$ cat src/rtl/rtc_pkg.sv
// Shared constants and types for the RTC register bank: register index map,
// default widths and the frame-tracking state encoding.
package rtc_pkg;

  localparam int unsigned RTC_NUM_REGS = 10;
  localparam int unsigned RTC_DATA_W   = 8;

  localparam int unsigned IDX_SEG_HORA   = 0;
  localparam int unsigned IDX_MIN_HORA   = 1;
  localparam int unsigned IDX_HORA_HORA  = 2;
  localparam int unsigned IDX_DIA_FECHA  = 3;
  localparam int unsigned IDX_MES_FECHA  = 4;
  localparam int unsigned IDX_JAHR_FECHA = 5;
  localparam int unsigned IDX_DIA_SEMANA = 6;
  localparam int unsigned IDX_SEG_TIMER  = 7;
  localparam int unsigned IDX_MIN_TIMER  = 8;
  localparam int unsigned IDX_HORA_TIMER = 9;

  typedef enum logic [1:0] {
    IDLE    = 2'd0,
    CAPTURE = 2'd1,
    COMMIT  = 2'd2
  } rtc_state_e;

endpackage

$ cat src/rtl/rtc_reg_bank_if.sv
// Frame/write bus between the RTC reader (master) and the register bank (slave).
interface rtc_reg_bank_if
  import rtc_pkg::*;
#(
  parameter int unsigned DATA_W   = RTC_DATA_W,
  parameter int unsigned NUM_REGS = RTC_NUM_REGS,
  parameter int unsigned ADDR_W   = 4
);

  logic                         frame_start;
  logic                         wr_en;
  logic [ADDR_W-1:0]            in_addr_mem_local;
  logic [DATA_W-1:0]            in_dato_rtc;
  logic                         frame_end;
  logic [NUM_REGS*DATA_W-1:0]   regs_out;
  logic                         bank_valid;
  logic                         update_pulse;
  logic [NUM_REGS-1:0]          wr_mask;
  logic                         addr_err;
  logic                         bcd_err;

  modport master (
    output frame_start, wr_en, in_addr_mem_local, in_dato_rtc, frame_end,
    input  regs_out, bank_valid, update_pulse, wr_mask, addr_err, bcd_err
  );

  modport slave (
    input  frame_start, wr_en, in_addr_mem_local, in_dato_rtc, frame_end,
    output regs_out, bank_valid, update_pulse, wr_mask, addr_err, bcd_err
  );

endinterface

$ cat src/rtl/rtc_bcd_check.sv
// Flags a data word in which any complete 4-bit nibble exceeds 9.
module rtc_bcd_check
  import rtc_pkg::*;
#(
  parameter int unsigned DATA_W = RTC_DATA_W
) (
  input  logic [DATA_W-1:0] data,
  output logic              invalid_c
);

  localparam int unsigned NIBBLES = DATA_W / 4;

  always_comb begin
    invalid_c = 1'b0;
    for (int unsigned n = 0; n < NIBBLES; n++) begin
      if (data[n*4 +: 4] > 4'd9) invalid_c = 1'b1;
    end
  end

endmodule

$ cat src/rtl/rtc_reg_bank.sv
// Registered RTC register bank: captures a burst of RTC bytes and, in shadow
// mode, publishes the whole frame at once on frame_end.
module rtc_reg_bank
  import rtc_pkg::*;
#(
  parameter int unsigned DATA_W    = RTC_DATA_W,
  parameter int unsigned NUM_REGS  = RTC_NUM_REGS,
  parameter int unsigned ADDR_W    = 4,
  parameter bit          SHADOW    = 1'b1,
  parameter bit          BCD_CHECK = 1'b1
) (
  input  logic          clk,
  input  logic          reset_n,
  rtc_reg_bank_if.slave bus
);

  typedef logic [NUM_REGS-1:0][DATA_W-1:0] bank_t;

  // One extra bit so the bound still compares correctly when 2**ADDR_W == NUM_REGS.
  localparam logic [ADDR_W:0] NUM_REGS_A = (ADDR_W+1)'(NUM_REGS);

  rtc_state_e          state_q, state_d;
  bank_t               staging_q, staging_d;
  bank_t               regs_q, regs_d;
  logic [NUM_REGS-1:0] mask_q, mask_d;
  logic [NUM_REGS-1:0] wr_hit;
  logic [NUM_REGS-1:0] commit_mask;
  logic                bank_valid_q, bank_valid_d;
  logic                update_q, update_d;
  logic                addr_err_q, addr_err_d;
  logic                bcd_err_q, bcd_err_d;
  logic                addr_ok;
  logic                commit;
  logic                data_bad_c;

  rtc_bcd_check #(.DATA_W(DATA_W)) u_bcd_check (
    .data      (bus.in_dato_rtc),
    .invalid_c (data_bad_c)
  );

  // Write decode; the commit mask includes a write landing in the frame_end cycle.
  always_comb begin
    wr_hit  = '0;
    addr_ok = ({1'b0, bus.in_addr_mem_local} < NUM_REGS_A);
    for (int i = 0; i < NUM_REGS; i++) begin
      wr_hit[i] = bus.wr_en && addr_ok && (bus.in_addr_mem_local == ADDR_W'(i));
    end
    commit_mask = bus.frame_end ? (mask_q | wr_hit) : '0;
    commit      = |commit_mask;
  end

  // Data path: staging always tracks writes; outputs follow writes or commits.
  always_comb begin
    staging_d = staging_q;
    regs_d    = regs_q;
    for (int i = 0; i < NUM_REGS; i++) begin
      if (wr_hit[i]) begin
        staging_d[i] = bus.in_dato_rtc;
        if (!SHADOW) regs_d[i] = bus.in_dato_rtc;
      end
    end
    if (SHADOW) begin
      for (int i = 0; i < NUM_REGS; i++) begin
        if (commit_mask[i]) regs_d[i] = staging_d[i];
      end
    end
  end

  // Frame tracking and flags; a frame_end commit overrides any other transition.
  always_comb begin
    state_d      = state_q;
    update_d     = 1'b0;
    mask_d       = (bus.frame_start ? '0 : mask_q) | wr_hit;
    addr_err_d   = (bus.frame_start ? 1'b0 : addr_err_q) | (bus.wr_en && !addr_ok);
    bcd_err_d    = (bus.frame_start ? 1'b0 : bcd_err_q) | (BCD_CHECK && (|wr_hit) && data_bad_c);
    bank_valid_d = bank_valid_q | commit;

    case (state_q)
      IDLE:    if (bus.frame_start) state_d = CAPTURE;
      CAPTURE: if (bus.frame_end && !bus.frame_start) state_d = IDLE;
      COMMIT:  state_d = bus.frame_start ? CAPTURE : IDLE;
      default: state_d = IDLE;
    endcase

    if (SHADOW && commit) state_d = COMMIT;

    update_d = (state_d == COMMIT) || (!SHADOW && (|wr_hit));
  end

  always_ff @(posedge clk or negedge reset_n) begin
    if (!reset_n) begin
      state_q      <= IDLE;
      staging_q    <= '0;
      regs_q       <= '0;
      mask_q       <= '0;
      bank_valid_q <= 1'b0;
      update_q     <= 1'b0;
      addr_err_q   <= 1'b0;
      bcd_err_q    <= 1'b0;
    end else begin
      state_q      <= state_d;
      staging_q    <= staging_d;
      regs_q       <= regs_d;
      mask_q       <= mask_d;
      bank_valid_q <= bank_valid_d;
      update_q     <= update_d;
      addr_err_q   <= addr_err_d;
      bcd_err_q    <= bcd_err_d;
    end
  end

  assign bus.regs_out     = regs_q;
  assign bus.wr_mask      = mask_q;
  assign bus.bank_valid   = bank_valid_q;
  assign bus.update_pulse = update_q;
  assign bus.addr_err     = addr_err_q;
  assign bus.bcd_err      = bcd_err_q;

endmodule

$ cat src/flat_wrapper.sv
// flat-port wrapper written by rule: the top's interface ports become plain ports
module rtc_reg_bank_flat import rtc_pkg::*;
#(
  parameter int unsigned DATA_W    = RTC_DATA_W,
  parameter int unsigned NUM_REGS  = RTC_NUM_REGS,
  parameter int unsigned ADDR_W    = 4,
  parameter bit          SHADOW    = 1'b1,
  parameter bit          BCD_CHECK = 1'b1
)
  (clk, reset_n, bus_frame_start, bus_wr_en, bus_in_addr_mem_local, bus_in_dato_rtc, bus_frame_end, bus_regs_out, bus_bank_valid, bus_update_pulse, bus_wr_mask, bus_addr_err, bus_bcd_err);
  rtc_reg_bank_if #(.DATA_W(DATA_W), .NUM_REGS(NUM_REGS), .ADDR_W(ADDR_W)) bus_i ();
  input  logic clk;
  input  logic reset_n;
  input wire logic [$bits(bus_i.frame_start)-1:0] bus_frame_start;
  input wire logic [$bits(bus_i.wr_en)-1:0] bus_wr_en;
  input wire logic [$bits(bus_i.in_addr_mem_local)-1:0] bus_in_addr_mem_local;
  input wire logic [$bits(bus_i.in_dato_rtc)-1:0] bus_in_dato_rtc;
  input wire logic [$bits(bus_i.frame_end)-1:0] bus_frame_end;
  output wire logic [$bits(bus_i.regs_out)-1:0] bus_regs_out;
  output wire logic [$bits(bus_i.bank_valid)-1:0] bus_bank_valid;
  output wire logic [$bits(bus_i.update_pulse)-1:0] bus_update_pulse;
  output wire logic [$bits(bus_i.wr_mask)-1:0] bus_wr_mask;
  output wire logic [$bits(bus_i.addr_err)-1:0] bus_addr_err;
  output wire logic [$bits(bus_i.bcd_err)-1:0] bus_bcd_err;
  assign bus_i.frame_start = bus_frame_start;
  assign bus_i.wr_en = bus_wr_en;
  assign bus_i.in_addr_mem_local = bus_in_addr_mem_local;
  assign bus_i.in_dato_rtc = bus_in_dato_rtc;
  assign bus_i.frame_end = bus_frame_end;
  assign bus_regs_out = bus_i.regs_out;
  assign bus_bank_valid = bus_i.bank_valid;
  assign bus_update_pulse = bus_i.update_pulse;
  assign bus_wr_mask = bus_i.wr_mask;
  assign bus_addr_err = bus_i.addr_err;
  assign bus_bcd_err = bus_i.bcd_err;
  rtc_reg_bank #(.DATA_W(DATA_W), .NUM_REGS(NUM_REGS), .ADDR_W(ADDR_W), .SHADOW(SHADOW), .BCD_CHECK(BCD_CHECK)) u_core (.clk(clk), .reset_n(reset_n), .bus(bus_i));
endmodule
$ cat config.mk
export PLATFORM = sky130hd
export DESIGN_NAME = rtc_reg_bank_flat
export DESIGN_NICKNAME = d
export VERILOG_FILES = /design/src/rtl/rtc_pkg.sv /design/src/rtl/rtc_reg_bank_if.sv /design/src/rtl/rtc_bcd_check.sv /design/src/rtl/rtc_reg_bank.sv /design/src/flat_wrapper.sv
export SDC_FILE = /design/constraint.sdc
export NUM_CORES = 1
export LEC_CHECK = 0
export BUFFER_PORTS_ARGS = -buffer_cell sky130_fd_sc_hd__buf_2
export CAP_MARGIN = 20
export CORE_MARGIN = 4
export CORE_UTILIZATION = 41
export CTS_CLUSTER_DIAMETER = 150
export DETAILED_ROUTE_END_ITERATION = 8
export PLACE_DENSITY_LB_ADDON = 0.2
export SETUP_SLACK_MARGIN = 0.02
export SYNTH_ARGS = -nofsm -noshare
export SYNTH_HDL_FRONTEND = slang
export SYNTH_SLANG_ARGS = --single-unit
$ cat constraint.sdc
create_clock -name clk -period 1.6 [get_ports clk]
set_clock_uncertainty 0.2 [all_clocks]
set_input_delay 0 -clock clk [delete_from_list [all_inputs] [get_ports clk]]
set_output_delay 0 -clock clk [all_outputs]
set_load 0.05 [all_outputs]
## Yosys cells after proc, flatten, opt, wreduce, memory -nomap -nowiden

Cells that the tools add are included.
W data, S select, Z words.

| cells by class | value |
|---|---|
| $lt $le $gt $ge | 3 |
| equal/unequal tests | 12 |
| mux-type cells | 21 |
| bitwise operators | 5 |
| reduce and logical (&&, ||, !) cells | 20 |

Operators with widths:

| cell | number |
|---|---|
| $mux W8 | 10 |
| $mux W10 | 2 |
| $or A10 B10 Y10 | 2 |
| $reduce_or A10 Y1 | 2 |
| $eq A4 B3 Y1 const B | 4 |
| $logic_and A1 B1 Y1 | 14 |
| $eq A4 B2 Y1 const B | 2 |
| $eq A4 B4 Y1 const B | 2 |
| $gt A4 B4 Y1 const B | 2 |
| $mux W2 | 3 |
| $pmux W2 S3 | 1 |
| $mux W1 | 5 |
| $eq A2 B2 Y1 const B | 2 |
| $eq A4 B1 Y1 const B | 1 |
| $logic_not A4 Y1 | 1 |
| $lt A4 B4 Y1 const B | 1 |
| $or A1 B1 Y1 | 3 |
| $eq A2 B1 Y1 const B | 1 |
| $logic_not A1 Y1 | 2 |
| $logic_not A2 Y1 | 1 |

| word-level totals | value |
|---|---|
| bits in registers | 176 |
| input bits | 17 |
| output and inout port bits | 94 |

## Depth between registers and ports, before layout

Gate-level depths: netlist (run 1).

| logic depth | value |
|---|---|
| depth after elaboration | 8 |
| gate-level depth with buffers | 6 |
| depth with buffers taken out | 4 |

## By module

From an unflattened synthesis (run 1), not the netlist that was laid out.

| unflattened totals | value |
|---|---|
| cells, all modules | 507 |
| area total of the unflattened synthesis | 7048.0 sq um |

Modules (own cells, without submodules):

| module | times used | cells each | area an instance (sq um) |
|---|---|---|---|
| rtc_reg_bank | 1 | 504 | 7034.2 |
| rtc_bcd_check | 1 | 3 | 13.8 |

## Worst setup path after synthesis (run 1)

OpenSTA, ideal clock, no wires.

| timing path | value |
|---|---|
| kind | reg2reg |
| from | register u_core.mask_q[7] (netlist: u_core.bus.wr_mask[7]) |
| to | register u_core.bank_valid_q (netlist: u_core.bus.bank_valid) |
| arrival time | 1.457 ns |
| path slack | -0.184 ns |
| cell stages (with the launch flop) | 5 |
| cell sequence | dfrtp_1 -> nor4_1 -> o311a_1 -> a41oi_1 -> or2_2 |

| on the way | value |
|---|---|
| word-level cells in the longest chain between the ends | 4 |

RTL lines:

| item | line | RTL |
|---|---|---|
| start, declared | rtc_reg_bank.sv:25 | `logic [NUM_REGS-1:0] mask_q, mask_d;` |
| start signal, assigned | rtc_reg_bank.sv:104 | `mask_q <= mask_d;` |
| $or A10 B10 Y10 | rtc_reg_bank.sv:48 | `commit_mask = bus.frame_end ? (mask_q \| wr_hit) : '0;` |
| $mux W10 | rtc_reg_bank.sv:48 |  |
| $reduce_or A10 Y1 | rtc_reg_bank.sv:49 | `commit = \|commit_mask;` |
| $or A1 B1 Y1 | rtc_reg_bank.sv:76 | `bank_valid_d = bank_valid_q \| commit;` |
| named net u_core.bank_valid_d | rtc_reg_bank.sv:28 | `logic bank_valid_q, bank_valid_d;` |
| end signal, assigned | rtc_reg_bank.sv:105 | `bank_valid_q <= bank_valid_d;` |
| end, declared | rtc_reg_bank.sv:28 |  |

The timed path passes the listed nets, and every way through them passes these cells.
A chain may end at the register's enable or synchronous reset.

## Worst setup path after layout (run 1)

| timing path | value |
|---|---|
| from | register u_core.mask_q[9] (netlist: u_core.bus.wr_mask[9]) |
| to | register u_core.bank_valid_q (netlist: u_core.bus.bank_valid) |

The elaborated chain is that of the path after synthesis.

==> results of run 1 <==
layer usage:
layer  up-vias  wire length, um  part of all wire [%]  GRT usage, %
met2        92             7560                    50          28.2
met4         4              185                   1.2          5.04
li1       1818                -                     -             -
met3        18              811                   5.3          5.18
met5         -               21                  0.14             0
met1      2072             6610                    44          23.2
worst paths after layout:
check	startpoint	end	slack (ns)	depth (start not counted)
worst min register to register	u_core.staging_q[39]	u_core.staging_q[39]	0.29	1
worst min-delay path	bus_in_addr_mem_local[2]	u_core.bus.addr_err	-0.008	4
worst max-delay path	u_core.bus.wr_mask[9]	u_core.bus.bank_valid	-0.11	5
worst max register to register	u_core.bus.wr_mask[9]	u_core.bus.bank_valid	-0.11	5
max in group asynchronous	reset_n	u_core.bus.wr_mask[5]	0.19	4
min in group asynchronous	reset_n	u_core.bus.regs_out[5]	0.41	3
cell families after synthesis:
group / count (synthesis)
DFF: 174
muxes: 160
AOI/OAI and AO/OA: 30
buffers and inverters: 25
and+or+nand+nor: 24
xor gates and xnor gates: 1
critical path, delay by kind of cell (launching register included):
family                 cells  cell delay (ns)
AO/OA/AOI/OAI              2             0.32
buffers and inverters      1             0.15
flip-flops                 1             0.42
AND/OR/NAND/NOR            2             0.51
sequential cells by signal, indices dropped and copies added, names as in the netlist:
register	cells
u_core.bus.addr_err	1
u_core.staging_q	80
u_core.bus.bank_valid	1
u_core.bus.wr_mask	10
u_core.bus.bcd_err	1
u_core.bus.update_pulse	1
u_core.bus.regs_out	80
power by group through the flow:
stage	Combinational, uW	Clock, uW	Sequential (uW)
after CTS	5710	4340	6240
after global placement	5570	0	6250
after floorplan	1340	0	9100
after detailed placement	5650	0	6310
after global routing	5930	4530	6370
final	5650	4210	6230
stage by stage:
step                std cells  hold WS (ns)
floorplan                 414        -0.496
finish                    818      -0.00765
detailed placement        764        -0.253
global route              818        0.0232
CTS                       817       0.00263
global placement          764        -0.262
final cells by class:
class                           count  area [um^2]  area share (%)
Tap cell                          216          270            3.05
Clock buffer                       19          453            5.11
Timing Repair Buffer              171         1280            14.4
Inverter                           10         37.5           0.423
Sequential cell                   174         4370            49.2
Multi-Input combinational cell    215         2290            25.9
Clock inverter                     13          165            1.86
repair_timing:
action | 4_1_cts | 5_1_grt
hold buffers | 21 | 0
buffers inserted | 0 | 2
pin swaps | 2 | 2
endpoints found under the setup margin | 1 | 29
resized for setup | 3 | 3
endpoints found under the hold margin | 268 | 0
cell usage in the layout (no fill, tap or decap), types with 2 or more instances in the layout:
| cell | instances |
|---|---|
| buf_2 | 109 |
| dfrtp_2 | 9 |
| dlygate4sd3_1 | 20 |
| o21ai_2 | 4 |
| inv_1 | 9 |
| clkbuf_8 | 2 |
| nand2b_1 | 2 |
| mux2_2 | 151 |
| nand3_1 | 2 |
| a21oi_4 | 4 |
| bufinv_16 | 3 |
| buf_4 | 23 |
| clkinvlp_4 | 4 |
| clkbuf_16 | 17 |
| buf_12 | 17 |
| and2b_2 | 2 |
| mux2_4 | 9 |
| clkinv_4 | 4 |
| buf_6 | 2 |
| nand2_2 | 2 |
| clkinv_2 | 2 |
| a21o_1 | 5 |
| o21ai_0 | 9 |
| nand2_1 | 3 |
| dfrtp_1 | 165 |
==> out/qor.csv, run 1 <==
metric,value,unit
status,finished with violations,
failing checks,"hold timing, setup timing",
slowest CP cell,dfrtp_2,
Die X,136,um
drc violations,0,
Max Slew Vio Count,0,
Netlist cell types,38,
drt via density,4.89,
"Hold Violations, Final",1,
initial antenna violation count,2,
CP max FO,2,
cts bufs inserted,17,
crit path DAT,1.82,ns
final core occ,55.6,%
layout cells sized above 1,62.3,%
Reg power frac,38.7,%
"Seq/Total Area, Yosys",64.9,%
post-synthesis mux area share,27.3,%
VDD IR-drop max,0.916,mV
Clock H-tree levels,4,
Gate Count Post-Synth,414,
Hold WS,-0.00765,ns
Fmax,585,MHz
P_int,9900,uW
final WL,15.2,mm
Cell Rows,46,
"Power, Total",16100,uW
NetSw,6190,uW
xor/xnor cell area share of the yosys netlist,0.131,%
synthesized cell area,0.00671,mm^2
die area,0.0185,mm^2
Net Sw Frac,38.5,%
Pwr Density,1810,mW/mm^2
"Net Count, Synth",431,
total gr overflow,0,
post-place setup slack,-0.267,ns
GPL Wtd Cong,0.757,
clock-pin slew reported for the worst setup and hold paths after clock tree synthesis,0.06,ns
Simple-Gate Fraction of Synth Area,2.54,%
"EDFF count, synth",0,
HP Class,primary input to flop,
Clock power frac,26.2,%
vias in the first global route,4320,
fin crit period,1.71,ns
Synth area leader,dfrtp_1,
startpoint class of the critical path,flop,
Clock Path Buffers,2,
CTS sink cnt,174,
top_reg_cell synth,dfrtp_1,
Synth top area share,64.9,%
die height,136,um
Yosys reg bits,174,
setup TNS,-0.108,ns
adder-cell share of the synthesized area,0,%
Leakage,0.00427,uW
Final nets,606,
hpwl dp,10.4,mm
RSZ-0062 raised after global routing,yes,
type of destination of the critical path,flop,
vias post-DR,4004,
IO buf count,110,
Area after DPL,0.00797,mm^2
gr usage total,17.5,%
crit-path cells,"nor4_4, buf_4, o311a_1, a41oi_2, or2_4",
design area,0.00887,mm^2
CTS tree,done,
CP Data Required Time,1.71,ns
"FFs w/ async S/R, synth",100,%
root buffer cell,clkbuf_16,
first-pass GRT wire length,24.2,mm
Logic pwr share,35.1,%
Routed Antenna Nets,0,
Wirelength per Cell,18.6,um
slew margin rel.,65.7,%
fin worst setup slack,-0.108,ns
Initial Util,42.1,%
largest family of logic cells by synthesized area,multiplexers,
setup violators final,1,
crit share post-route,107,%
Max Cap Viol,0,
"top cells by area, synth","dfrtp_1, mux2_2, mux2_4, o21ai_0, buf_2",
core area,0.0159,mm^2
Diodes inserted,0,
Worst-Skew Late Latency,0.42,ns
I/O pin cnt,111,
pin count of the biggest net entering global routing,50,
YS warnings,0,
compound-gate portion of the synthesized area,3.32,%
"Avg Cell Area, Syn",16.2,um^2
synthesis-to-finish area growth,32.2,%
largest stage delay on the critical path,0.42,ns
"top cells by count, synth","dfrtp_1, mux2_2, inv_1, o21ai_0",
Pre-antenna DRT Iters,4,
CP Class,flop to flop,
1st-iter DRT viols,92,
fill cell count,1343,
Least-Margin Pin Slew,0.514,ns
top-count cell post-synth,dfrtp_1,
Power figures use the tool's default switching activity.
==> inputs of run 2 (changes only) <==
--- a/config.mk
+++ b/config.mk
@@ -7,11 +7,13 @@
 export LEC_CHECK = 0
 export BUFFER_PORTS_ARGS = -buffer_cell sky130_fd_sc_hd__buf_2
 export CAP_MARGIN = 20
+export CORE_ASPECT_RATIO = 2
 export CORE_MARGIN = 4
 export CORE_UTILIZATION = 41
 export CTS_CLUSTER_DIAMETER = 150
 export DETAILED_ROUTE_END_ITERATION = 8
 export PLACE_DENSITY_LB_ADDON = 0.2
+export RECOVER_POWER = 25
 export SETUP_SLACK_MARGIN = 0.02
 export SYNTH_ARGS = -nofsm -noshare
 export SYNTH_HDL_FRONTEND = slang
==> out/qor.csv, run 2 (synthesis gave the netlist of run 1 again) <==
metric,value,unit
slew margin rel.,65.6,%
design area,0.00876,mm^2
total gr overflow,0,
worst hold path cell count,5,
fin crit period,1.68,ns
synthesis-to-finish area growth,30.6,%
most frequent cells in the layout,"dfrtp_1, mux2_2, buf_2",
clock-pin slew reported for the worst setup and hold paths after clock tree synthesis,0.07,ns
core area,0.0159,mm^2
RSZ-0062 raised after global routing,yes,
hpwl dp,10.7,mm
Cell Rows,65,
1st-iter DRT viols,139,
setup violators final,13,
R2R Path End,u_core.bus.bank_valid,
crit share post-route,105,%
Routed Antenna Nets,0,
Max Cap Viol,0,
crit-path cells,"nor4_4, o311a_4, a41oi_2, or2_4",
die area,0.0186,mm^2
vias post-DR,4057,
# placed instances,749,
slowest CP cell,dfrtp_2,
startpoint class of the critical path,flop,
vias in the first global route,4597,
type of destination of the critical path,flop,
"Hold Violations, Final",0,
pin count of the biggest net entering global routing,47,
drc violations,0,
Min-Delay Startpoint,bus_in_addr_mem_local[3],
final WL,15.5,mm
Clock Path Buffers,2,
CP Class,flop to flop,
Levels on crit path,4,
largest stage delay on the critical path,0.42,ns
"Power, Total",15900,uW
drt via density,5.01,
CTS tree,done,
Wirelength per Cell,19.2,um
root buffer cell,clkbuf_16,
Pwr Density,1820,mW/mm^2
fin cells,810,
Final nets,613,
I/O pin cnt,111,
gr usage total,17.3,%
Area after DPL,0.00790,mm^2
"CP delay by family, top",simple AND/OR/NAND/NOR gates,
Fmax,596,MHz
layout cells sized above 1,58.1,%
Least-Margin Pin Slew,0.516,ns
Buf/Inv on CP,0,
fin worst setup slack,-0.0769,ns
Reg2Reg Depth,4,
Initial Util,42.1,%
die height,189,um
Leakage,0.00422,uW
"commonest non-fill, non-tap cell in the layout",dfrtp_1,
Hold WS,0.0412,ns
failing checks,setup timing,
CP max FO,2,
Reg2Reg Setup Slack,-0.08,ns
initial antenna violation count,0,
status,finished with violations,
first-pass GRT wire length,24.9,mm
GPL Wtd Cong,0.847,
fill cell count,1412,
Clock H-tree levels,4,
crit path DAT,1.78,ns
HP Class,primary input to flop,
CP Data Required Time,1.70,ns
IO buf count,110,
VDD IR-drop max,1.14,mV
CTS sink cnt,174,
Worst-Skew Late Latency,0.43,ns
r2r startpoint,u_core.bus.wr_mask[3],
Die X,98.4,um
Pre-antenna DRT Iters,4,
Diodes inserted,0,
Max Slew Vio Count,0,
cts bufs inserted,17,
Hold EP,u_core.bus.wr_mask[7],
## run 2: layout make-up
class / count / area [um^2] / share of cell area (%)
Clock buffer: 20 / 457 / 5.21
Clock inverter: 12 / 125 / 1.43
Inverter: 10 / 37.5 / 0.429
Multi-Input combinational cell: 215 / 2290 / 26.2
Sequential cell: 174 / 4370 / 49.8
Tap cell: 201 / 251 / 2.87
Timing Repair Buffer: 178 / 1230 / 14.1
## run 2: stage by stage
stage	utilization (%)	worst slack, ns	TNS [ns]
after global routing	55.0	-0.143	-4.86
after global placement	49.6	-0.269	-12.22
after detailed placement	49.6	-0.285	-14.86
final	55.0	-0.0769	-0.212
after CTS	54.9	-0.0555	-0.239
after floorplan	-	-0.0674	-1.01
## run 2: power by group
group / switching, uW / internal (uW)
Clock: 1760 / 2270
Sequential: 552 / 5680
Combinational: 3990 / 1690
Total: 6300 / 9630
## run 2: worst max-delay path by stage
stage	start	endpoint	slack, ns
after floorplan	bus_in_addr_mem_local[2]	u_core.bus.regs_out[16]	-0.07
after global placement	bus_in_addr_mem_local[0]	u_core.bus.regs_out[17]	-0.27
after detailed placement	bus_in_addr_mem_local[0]	u_core.bus.regs_out[19]	-0.28
after CTS	u_core.bus.wr_mask[9]	u_core.bus.bank_valid	-0.06
after global routing	u_core.bus.wr_mask[2]	u_core.bus.bank_valid	-0.14
final	u_core.bus.wr_mask[3]	u_core.bus.bank_valid	-0.08
## run 2: layer usage
metal	wire length [um]	track usage [%]	share of wire (%)	vias to the layer above
met1	6170	20.4	40	2112
met4	289	6.10	1.9	0
met2	8290	30.5	53	94
met5	0	0	0	-
met3	768	4.46	4.9	17
li1	-	-	-	1834
## run 2: worst reg2reg max path: cells and delay by family, from the launching register on
kind               cells  cell delay (ns)
and+or+nand+nor        2             0.57
AOI/OAI and AO/OA      2             0.36
DFF                    1             0.42
## run 2: repair_timing
action,CTS,global route
hold endpoints to repair,288,1
pin swaps,3,6
endpoints found under the setup margin,9,29
hold buffers,23,2
resized for setup,4,15
buffers inserted,2,6
==> inputs of run 3 (changes only) <==
--- a/config.mk
+++ b/config.mk
@@ -5,7 +5,7 @@
 export SDC_FILE = /design/constraint.sdc
 export NUM_CORES = 1
 export LEC_CHECK = 0
-export BUFFER_PORTS_ARGS = -buffer_cell sky130_fd_sc_hd__buf_2
+export BUFFER_PORTS_ARGS = -buffer_cell sky130_fd_sc_hd__buf_4
 export CAP_MARGIN = 20
 export CORE_ASPECT_RATIO = 2
 export CORE_MARGIN = 4
==> out/qor.csv, run 3 (synthesis gave the netlist of run 1 again) <==
metric,value,unit
hpwl dp,10.8,mm
drc violations,0,
crit path DAT,1.72,ns
Max Cap Viol,0,
Routed Antenna Nets,0,
gr usage total,17.1,%
initial antenna violation count,0,
Fmax,617,MHz
crit share post-route,101,%
Final nets,615,
"commonest non-fill, non-tap cell in the layout",dfrtp_1,
slowest CP cell,dfrtp_2,
vias in the first global route,4589,
NetSw,6260,uW
failing checks,setup timing,
pin count of the biggest net entering global routing,50,
CP Class,flop to flop,
layout cells sized above 1,53.5,%
Cell Rows,65,
Clock H-tree levels,4,
RSZ-0062 raised after global routing,yes,
Reg power frac,38.1,%
die area,0.0186,mm^2
Initial Util,42.1,%
Diodes inserted,0,
final core occ,56.8,%
Pwr Density,1820,mW/mm^2
Worst-Skew Late Latency,0.42,ns
register area,0.00437,mm^2
Least-Margin Pin Slew,0.680,ns
CP Data Required Time,1.70,ns
Wirelength per Cell,18.9,um
startpoint class of the critical path,flop,
fin crit period,1.62,ns
# placed instances,752,
cts bufs inserted,17,
type of destination of the critical path,flop,
Logic pwr share,36.9,%
GPL Wtd Cong,0.860,
setup violators final,2,
setup TNS,-0.0208,ns
fin cells,812,
total gr overflow,0,
VDD IR-drop max,1.01,mV
fin worst setup slack,-0.0203,ns
slew margin rel.,54.7,%
"Power, Total",16500,uW
IO buf count,110,
clock-pin slew reported for the worst setup and hold paths after clock tree synthesis,0.06,ns
CTS sink cnt,174,
Max Slew Vio Count,0,
fill cell count,1379,
CP max FO,2,
1st-iter DRT viols,92,
HP Class,primary input to flop,
drt via density,5.01,
"Hold Violations, Final",0,
most frequent cells in the layout,"dfrtp_1, buf_4, mux2_2",
final WL,15.4,mm
Pre-antenna DRT Iters,4,
root buffer cell,clkbuf_16,
synthesis-to-finish area growth,35.1,%
Clock Path Buffers,2,
I/O pin cnt,111,
Clock power frac,24.9,%
P_int,10300,uW
vias post-DR,4070,
core area,0.0159,mm^2
Leakage,0.00430,uW
largest stage delay on the critical path,0.42,ns
status,finished with violations,
Die X,98.4,um
CTS tree,done,
Net Sw Frac,37.9,%
crit-path cells,"nor4_4, o311a_1, a41oi_2, or2_4",
post-place setup slack,-0.270,ns
Multi-input gate area,0.00227,mm^2
die height,189,um
first-pass GRT wire length,24.7,mm
run 3: repair_timing:
item                       CTS  global route
setup endpoints to repair    2            32
hold endpoints to repair   348             4
pin swaps                    3             5
cloned                       0             0
hold buffers                23             3
setup buffers                0             3
resized for setup            4            10
run 3: critical path, delay by kind of cell (launching register included):
family | cells | cell delay [ns]
AO/OA/AOI/OAI | 2 | 0.36
flip-flops | 1 | 0.42
AND/OR/NAND/NOR | 2 | 0.53
run 3: power by group through the flow:
stage	Clock [uW]	Combinational, uW	Sequential (uW)
6_report	4120	6100	6300
5_1_grt	4430	6390	6450
4_1_cts	4240	6210	6330
3_5_place_dp	0	6160	6400
3_3_place_gp	0	6090	6330
2_1_floorplan	0	1340	9100
run 3: layer usage:
layer  GRT usage [%]  vias up  share of wire, %
li1                -     1844                 -
met1            20.5     2120                40
met2            29.6       91                53
met3            5.01       15               4.7
met4            5.42        0               1.8
met5               0        -                 0
run 3: worst paths after layout:
kind | from | endpoint | slack [ns] | cells past startpoint
min reg2reg | u_core.staging_q[44] | u_core.staging_q[44] | 0.28 | 1
max | u_core.bus.wr_mask[9] | u_core.bus.bank_valid | -0.02 | 4
max in group asynchronous | reset_n | u_core.bus.regs_out[7] | 0.18 | 4
max reg2reg | u_core.bus.wr_mask[9] | u_core.bus.bank_valid | -0.02 | 4
min in group asynchronous | reset_n | u_core.bus.regs_out[35] | 0.41 | 3
min | bus_in_addr_mem_local[3] | u_core.bus.wr_mask[7] | 0.03 | 5
run 3: layout make-up:
cell class | instances | area share (%)
repair buffers | 180 | 16.8
well taps | 201 | 2.78
inverters | 10 | 0.414
clock buffers | 21 | 5.19
flip-flops and latches | 174 | 48.2
clock inverters | 11 | 1.46
multi-input cells | 215 | 25.1
run 3: stage by stage:
step,hold slack (ns),cell area [um^2]
after floorplan,-0.496,6750
after global placement,-0.246,8200
after detailed placement,-0.241,8200
after CTS,-0.247,9050
after global routing,0.0722,9060
final,0.0341,9060
